`src/rtl/tbmc_pkg.sv`:
```
// Shared encodings, LFSR constants and arithmetic helpers for the testbench_mc harness.
package tbmc_pkg;

    typedef enum logic [1:0] {
        MODE_ADD     = 2'd0,
        MODE_SUB     = 2'd1,
        MODE_XOR     = 2'd2,
        MODE_ADD_ALT = 2'd3
    } mode_t;

    typedef enum logic [1:0] {
        IDLE  = 2'd0,
        RUN   = 2'd1,
        DRAIN = 2'd2,
        DONE  = 2'd3
    } state_t;

    localparam logic [31:0] LFSR_TAPS   = 32'h80200003;
    localparam logic [31:0] SEED_STRIDE = 32'h9E3779B9;

    // Results are computed at 32 bits; callers keep the low WIDTH bits, which wrap correctly.
    function automatic logic [31:0] op_result(input mode_t mode, input logic [31:0] a,
                                              input logic [31:0] b);
        case (mode)
            MODE_SUB: return a - b;
            MODE_XOR: return a ^ b;
            default:  return a + b;
        endcase
    endfunction

    function automatic logic [31:0] lfsr_fix(input logic [31:0] s);
        return (s == '0) ? 32'd1 : s;
    endfunction

    function automatic logic [31:0] lfsr_step(input logic [31:0] s);
        logic [31:0] n;
        n = {1'b0, s[31:1]} ^ (s[0] ? LFSR_TAPS : '0);
        return lfsr_fix(n);
    endfunction

    function automatic logic [31:0] lane_seed(input logic [31:0] base, input logic [31:0] k);
        return base ^ (k * SEED_STRIDE);
    endfunction

endpackage

```
`src/rtl/tbmc_lane.sv`:
```
// One checker lane: LFSR operand pair, DUT_LATENCY-deep realignment and registered compare.
// With INTERNAL_DUT_EN defined a behavioural DUT pipeline replaces the dut_out input.
module tbmc_lane
    import tbmc_pkg::*;
#(
    parameter int unsigned WIDTH       = 16,
    parameter int unsigned DUT_LATENCY = 2,
    parameter logic [31:0] SEED_A      = 32'h1
) (
    input  logic             clk_dut,
    input  logic             reset,
    input  logic             reseed,
    input  logic             issue,
    input  logic [1:0]       mode,
    input  logic [WIDTH-1:0] dut_out,
    output logic [WIDTH-1:0] drive_a,
    output logic [WIDTH-1:0] drive_b,
    output logic             checked,
    output logic             mismatch
);

    localparam logic [31:0] INIT_A = lfsr_fix(SEED_A);
    localparam logic [31:0] INIT_B = lfsr_fix(~SEED_A);

    logic [31:0]            lfsr_a;
    logic [31:0]            lfsr_b;
    logic [31:0]            next_a;
    logic [31:0]            next_b;
    logic [WIDTH-1:0]       a_dly [DUT_LATENCY];
    logic [WIDTH-1:0]       b_dly [DUT_LATENCY];
    logic [DUT_LATENCY-1:0] v_dly;
    logic                   issued;
    logic [WIDTH-1:0]       expected;
    logic [WIDTH-1:0]       result;

    always_comb begin
        next_a   = lfsr_step(lfsr_a);
        next_b   = lfsr_step(lfsr_b);
        expected = WIDTH'(op_result(mode_t'(mode), 32'(a_dly[DUT_LATENCY-1]),
                                    32'(b_dly[DUT_LATENCY-1])));
    end

`ifdef INTERNAL_DUT_EN
    logic [WIDTH-1:0] model_pipe [DUT_LATENCY];
    logic             unused_dut_out;

    always_comb unused_dut_out = ^dut_out;

    always_ff @(posedge clk_dut) begin
        model_pipe[0] <= WIDTH'(op_result(mode_t'(mode), 32'(drive_a), 32'(drive_b)));
        for (int unsigned i = 1; i < DUT_LATENCY; i++) begin
            model_pipe[i] <= model_pipe[i-1];
        end
    end

    always_comb result = model_pipe[DUT_LATENCY-1];
`else
    always_comb result = dut_out;
`endif

    // Operand delay line carries no reset; only the valid bits qualify it.
    always_ff @(posedge clk_dut) begin
        a_dly[0] <= drive_a;
        b_dly[0] <= drive_b;
        for (int unsigned i = 1; i < DUT_LATENCY; i++) begin
            a_dly[i] <= a_dly[i-1];
            b_dly[i] <= b_dly[i-1];
        end
    end

    always_ff @(posedge clk_dut) begin
        if (!reset) begin
            lfsr_a   <= INIT_A;
            lfsr_b   <= INIT_B;
            drive_a  <= '0;
            drive_b  <= '0;
            issued   <= 1'b0;
            v_dly    <= '0;
            checked  <= 1'b0;
            mismatch <= 1'b0;
        end else if (reseed) begin
            // A new run flushes results still in flight from the previous one.
            lfsr_a   <= INIT_A;
            lfsr_b   <= INIT_B;
            issued   <= 1'b0;
            v_dly    <= '0;
            checked  <= 1'b0;
            mismatch <= 1'b0;
        end else begin
            if (issue) begin
                lfsr_a  <= next_a;
                lfsr_b  <= next_b;
                drive_a <= next_a[WIDTH-1:0];
                drive_b <= next_b[WIDTH-1:0];
            end
            issued   <= issue;
            v_dly[0] <= issued;
            for (int unsigned i = 1; i < DUT_LATENCY; i++) begin
                v_dly[i] <= v_dly[i-1];
            end
            checked  <= v_dly[DUT_LATENCY-1];
            mismatch <= v_dly[DUT_LATENCY-1] && (result != expected);
        end
    end

endmodule

```
`config.mk`:
```
export PLATFORM = sky130hd
export DESIGN_NAME = tbmc_lane
export DESIGN_NICKNAME = d
export VERILOG_FILES = /design/src/rtl/tbmc_pkg.sv /design/src/rtl/tbmc_lane.sv
export SDC_FILE = /design/constraint.sdc
export NUM_CORES = 1
export LEC_CHECK = 0
export BUFFER_PORTS_ARGS = -buffer_cell sky130_fd_sc_hd__buf_4
export CORE_MARGIN = 4
export CORE_UTILIZATION = 53
export DETAILED_ROUTE_END_ITERATION = 6
export MAX_ROUTING_LAYER = met4
export PLACE_DENSITY = 0.75
export RECOVER_POWER = 100
export SLEW_MARGIN = 20
export SYNTH_ARGS = -nofsm -noshare
export SYNTH_HDL_FRONTEND = slang
export SYNTH_SLANG_ARGS = --single-unit
```
`constraint.sdc`:
```
create_clock -name clk_dut -period 3.5 [get_ports clk_dut]
set_clock_uncertainty 0.05 [all_clocks]
set_input_delay 1.05 -clock clk_dut [delete_from_list [all_inputs] [get_ports clk_dut]]
set_output_delay 1.05 -clock clk_dut [all_outputs]
set_load 0.01 [all_outputs]
```
---- After elaboration in Yosys (flattened, before gate mapping) ----
Memory sizes are Yosys's and may differ from the RTL's.
Index checks and enable logic that the tools add are counted.
cells by class
  add/subtract/negate cells ............... 2
  equality and inequality tests ........... 3
  multiplexer cells ....................... 5
  bitwise gates (word level) .............. 5
  reduce and logical (&&, ||, !) cells .... 5
operators with widths
  kind                  number
  $mux W32              4
  $logic_not A32 Y1     2
  $xor A31 B32 Y32      2
  $pmux W16 S2          1
  $add A16 B16 Y16      1
  $ne A16 B16 Y1        1
  $sub A16 B16 Y16      1
  $xor A16 B16 Y16      1
  $eq A2 B1 Y1 const B  1
  $eq A2 B2 Y1 const B  1
  $not A1 Y1            2
  $reduce_and A2 Y1     1
  $reduce_or A2 Y1      1
  $logic_and A1 B1 Y1   1
word-level totals
  register bits ........................... 101
  RAM bits ................................ 64
  input bits .............................. 22
  output and inout bits ................... 34
  memories ................................ 2
memories
  name   depth  width  rd ports  clocked after Yosys merged registers in  wr ports  line             RTL
  a_dly  2      16     2         0                                        2         tbmc_lane.sv:29  logic [WIDTH-1:0] a_dly [DUT_LATENCY];
  b_dly  2      16     2         0                                        2         tbmc_lane.sv:30  logic [WIDTH-1:0] b_dly [DUT_LATENCY];

---- Depth between registers and ports, before layout ----
  depth after elaboration ................. 4
  gate-level depth with buffers ........... 17
  gate-level depth less buffers ........... 17

---- Least setup slack after synthesis ----
Ideal clock, no wire load.
  kind .................................... in2reg
  from .................................... in mode[0]
  to ...................................... reg mismatch
  library setup time ...................... 0.129 ns
  data arrival time ....................... 3.504 ns
  required time ........................... 3.321 ns
  path slack .............................. -0.183 ns
  stages on the path ...................... 14
  path buffers ............................ 1
  cells stage by stage .................... nor2b_1 -> clkbuf_1 -> nor2_1 -> xnor2_1 -> ha_1 -> a21oi_2 -> nand2_2 -> nor4_2 -> a21oi_1 -> a211oi_2 -> xnor2_1 -> mux2_4 -> nor4_1 -> a31oi_1
between the ends
  cells in the longest elaborated chain, start to end .. 4
  elaborated cells between the ends (all ways) .. 5
  classes of those cells .................. eq/ne: 3; mux: 1; reduce/logical: 1
RTL lines
  item                                                 line              RTL
  start, declared                                      tbmc_lane.sv:14   input logic [1:0] mode,
  $eq A2 B2 Y1 / $eq A2 B1 Y1 (equally long branches)  tbmc_pkg.sv:24    case (mode)
  $pmux W16 S2 *                                       tbmc_pkg.sv:24
  $ne A16 B16 Y1 *                                     tbmc_lane.sv:102  mismatch <= v_dly[DUT_LATENCY-1] && (result != expected);
  $logic_and A1 B1 Y1 *                                tbmc_lane.sv:102
  end signal, assigned                                 tbmc_lane.sv:102
  end, declared                                        tbmc_lane.sv:19   output logic mismatch
Every way passes the cells marked *; elsewhere a longest branch is shown, timed or not.
A chain may end at the register's enable or synchronous reset.

---- Worst setup path after layout ----
  from .................................... in mode[1]
  to ...................................... reg mismatch
The elaborated chain is that of the path after synthesis.

==> results.sh <==
export IMPL_status="finished with violations"
export IMPL_violations="max-capacitance violations, max-slew violations"
export IMPL_grt_max_degree=44
export IMPL_cap_viol_max_count=1
export IMPL_p_int_mw=3.261
export IMPL_critical_path_slowest_cell="mux2_4"
export IMPL_final_setup_worst_slack_ns=0.09115
export IMPL_finalWirelength_mm=14.26
export IMPL_antenna_found_initial=0
export IMPL_end_kind="flop"
export IMPL_final_cells=943
export IMPL_pwr_share_clk=0.421
export IMPL_syn_to_final_growth_pct=20.32
export IMPL_fin_util=0.6547
export IMPL_cts_root_buf="clkbuf_16"
export IMPL_dr_max_layer_used="met4"
export IMPL_setup_violations=0
export IMPL_rows=40
export IMPL_power_per_cell_area_nw_per_um2=551.5
export IMPL_hp_start="b_dly[0][9]"
export IMPL_gp_congestion=0.9136
export IMPL_drive_gt1_frac=0.1471
export IMPL_dieWidth_um=119.3
export IMPL_synth_edf_count=0
export IMPL_clk_latency_ns=0.41
export IMPL_hold_violations=0
export IMPL_avgSynthCellArea_um2=9.694
export IMPL_hp_class="reg2reg"
export IMPL_wl_per_cell_um=15.12
export IMPL_pwr_share_seq=0.450
export IMPL_rr_worst_depth=16
export IMPL_clk_pin_slew_ns=0.06
export IMPL_met2_length_mm=7.200
export IMPL_final_antenna_net_count=0
export IMPL_reg2reg_from="b_dly[0][19]"
export IMPL_ctsHoldBuffers=0
export IMPL_synth_flop_cell="dfxtp_1"
export IMPL_tritoncts="built"
export IMPL_preCtsSetupSlack_ns=-0.3707
export IMPL_yosysSeqAreaShare=0.5033
export IMPL_slowest_delay_ns=0.34
export IMPL_drc=0
export IMPL_irDropWorstVdd_uv=319.4
export IMPL_startpoint_type="input pin"
export IMPL_yosys_warnings=0
export IMPL_syn_cell_area_um2=6563
export IMPL_worst_ep_arrival_time_ns=3.65
export IMPL_min_path_cells=0
export IMPL_setup_tns_ns=0
export IMPL_grt_pass1_vias=4909
export IMPL_worstSetupStartpoint="mode[1]"
export IMPL_initial_utilization=0.5441
export IMPL_drt_iter0_markers=249
export IMPL_final_min_clock_period_ns=3.409
export IMPL_synth_async_reset_ratio=0
export IMPL_viasPerCell=5.174
export IMPL_grt_ovfl_total=0
export IMPL_max_clock_path_buffers=2
export IMPL_synth_fp_nets=716
export IMPL_crit_type="in2reg"
export IMPL_core_region_area_um2=12060
export IMPL_num_io_pins=56
export IMPL_layout_nets=801
export IMPL_netlist_instances=677
export IMPL_path_max_fanout=6
export IMPL_globalRouteTotalUtil=0.2135
export IMPL_vias=4879
export IMPL_grt_pass1_wl_mm=23.67
export IMPL_dieArea_um2=14230
export IMPL_port_buffers=55
export IMPL_worst_path_buf_inv=2
export IMPL_synth_cell_types=51
export IMPL_swShare=0.2512
export IMPL_rsz0062_at_grt="yes"
export IMPL_whs_ns=0.2742
export IMPL_slew_viol_final=29
export IMPL_wl_met3_um=364
export IMPL_period_share=0.9740
export IMPL_drt_first_pass_iters=4
export IMPL_n_antenna_cell=0
export IMPL_power_share_combinational=0.129
export IMPL_crit_chain="buf_4 > nand2b_1 > buf_4 > nand2_1 > xor2_1 > ha_1 > nand3_1 > nand2_2 > nor4_4 > a21oi_2 > a211oi_2 > xnor2_1 > mux2_4 > nor4_4 > a31oi_1"
export IMPL_fmax_mhz=293.4
export IMPL_cts_buffers=17
export IMPL_cp_depth=15
export IMPL_worst_pin_slew_ns=1.668
export IMPL_place_hpwl_mm=10.79
export IMPL_p_sw_mw=1.094
export IMPL_ys_ff_latch=165
export IMPL_placedCellCount=910
export IMPL_p_leak_nw=3.213
export IMPL_h_tree_depth=4
export IMPL_die_h_um=119.3
export IMPL_fillCellCount=990
export IMPL_cts_sinks=165
export IMPL_cpLargestDelayFamily="simple AND/OR/NAND/NOR gates"
export IMPL_slew_headroom=-0.1120
export IMPL_cp_required_ns=3.74
export IMPL_wl_met1_mm=6.164
[power by group through the flow]
| stage | Combinational, mW | Clock [mW] | Sequential (mW) |
|---|---|---|---|
| 6_report | 0.561 | 1.83 | 1.96 |
| 2_1_floorplan | 0.374 | 0 | 1.99 |
| 3_3_place_gp | 0.554 | 0 | 2.00 |
| 4_1_cts | 0.562 | 1.87 | 1.96 |
| 3_5_place_dp | 0.558 | 0 | 2.00 |
| 5_1_grt | 0.615 | 1.96 | 1.96 |
[cell families (layout without fill, tap and decap cells)]
group	Yosys count	in the layout	synth area share
buffers and inverters	37	135	0.02421
muxes	61	61	0.09380
xor gates and xnor gates	65	65	0.08675
adders and majority gates	17	17	0.03356
DFF	165	165	0.5033
and+or+nand+nor	236	236	0.1594
AOI/OAI and AO/OA	96	96	0.09895
[layout make-up]
class                           instances  area [µm²]  area share
Clock buffer                           18       429.2     0.05435
Clock inverter                         14       165.2     0.02092
Inverter                                7       26.28    0.003328
Multi-Input combinational cell        475        3182      0.4029
Sequential cell                       165        3303      0.4183
Tap cell                              168       210.2     0.02662
Timing Repair Buffer                   96       580.6     0.07352
[cells in the mapped netlist (2+ instances only)]
| master | count | area [µm²] |
|---|---|---|
| a211oi_1 | 3 | 22.52 |
| a211oi_2 | 2 | 25.02 |
| a21boi_0 | 29 | 217.7 |
| a21oi_1 | 18 | 90.09 |
| a31oi_1 | 6 | 37.54 |
| and2_1 | 6 | 37.54 |
| buf_1 | 7 | 26.28 |
| clkbuf_1 | 19 | 71.32 |
| dfxtp_1 | 165 | 3303 |
| ha_1 | 16 | 200.2 |
| inv_1 | 7 | 26.28 |
| mux2i_1 | 60 | 600.6 |
| nand2_1 | 114 | 427.9 |
| nand2b_1 | 9 | 56.30 |
| nand3_1 | 7 | 35.03 |
| nand3b_1 | 2 | 15.01 |
| nand4_1 | 5 | 31.28 |
| nor2_1 | 57 | 214.0 |
| nor2b_1 | 3 | 18.77 |
| nor3_1 | 9 | 45.04 |
| nor4_1 | 16 | 100.1 |
| o211a_1 | 2 | 20.02 |
| o211ai_1 | 3 | 22.52 |
| o21ai_0 | 17 | 85.08 |
| o21ai_1 | 4 | 20.02 |
| o31ai_1 | 2 | 15.01 |
| or3_1 | 2 | 12.51 |
| xnor2_1 | 47 | 411.6 |
| xor2_1 | 18 | 157.7 |
[worst reg2reg max path: stages, from the launching register on]
cell      delay (ns)
dfxtp_1         0.36
nor3_2          0.29
nand2_1         0.11
nor2_2          0.18
a21oi_2         0.08
o31ai_1         0.27
xor2_1          0.18
ha_1            0.31
xnor2_2         0.19
and2_1          0.17
a21oi_1         0.13
nand4_1         0.11
o21ai_1         0.09
o211ai_1        0.12
a211o_4         0.29
nor4_4          0.20
a31oi_1         0.10
[metal layers]
layer	track usage	vias to the layer above
met5	-	-
met4	0.1093	0
met3	0.04084	39
met2	0.3554	78
met1	0.2452	2291
li1	-	2471
[cells in the final DEF, fill, tap and decap left out, types with 5 or more instances in the layout]
master	n
dfxtp_1	165
nand2_1	114
mux2i_1	60
buf_4	57
nor2_1	55
xnor2_1	46
clkbuf_1	37
a21boi_0	29
xor2_1	18
clkbuf_16	17
a21oi_1	16
ha_1	16
nor4_1	15
o21ai_0	13
nand2b_1	8
o21ai_1	8
inv_1	7
nor3_1	7
a31oi_1	6
inv_6	6
nand4_1	5
and2_1	5
nand3_1	5
[flip-flops by register name, indices dropped and copies added, names as in the netlist]
name and flops:
a_dly 32, b_dly 32, checked 1, drive_a 16
drive_b 16, issued 1, lfsr_a 32, lfsr_b 32
mismatch 1, v_dly 2
[stage by stage]
stage / cell area [µm²] / power [mW]
detailed placement: 7400 / 2.559
CTS: 7999 / 4.393
global route: 7896 / 4.538
global placement: 7400 / 2.554
floorplan: 6605 / 2.368
finish: 7896 / 4.355
[what timing repair did]
item                                    4_1_cts  5_1_grt
gates resized for setup                       1        8
pin swaps                                     0        4
buffers inserted                              0        1
endpoints found under the setup margin        1        1
[path summary, 6_finish.rpt]
path	endpoint	slack, ns
setup / recovery	mismatch	0.09
hold / removal	b_dly[0][25]	0.27
setup reg to reg	mismatch	0.13
hold reg to reg	b_dly[0][25]	0.27
(Power assumes the default switching activity.)
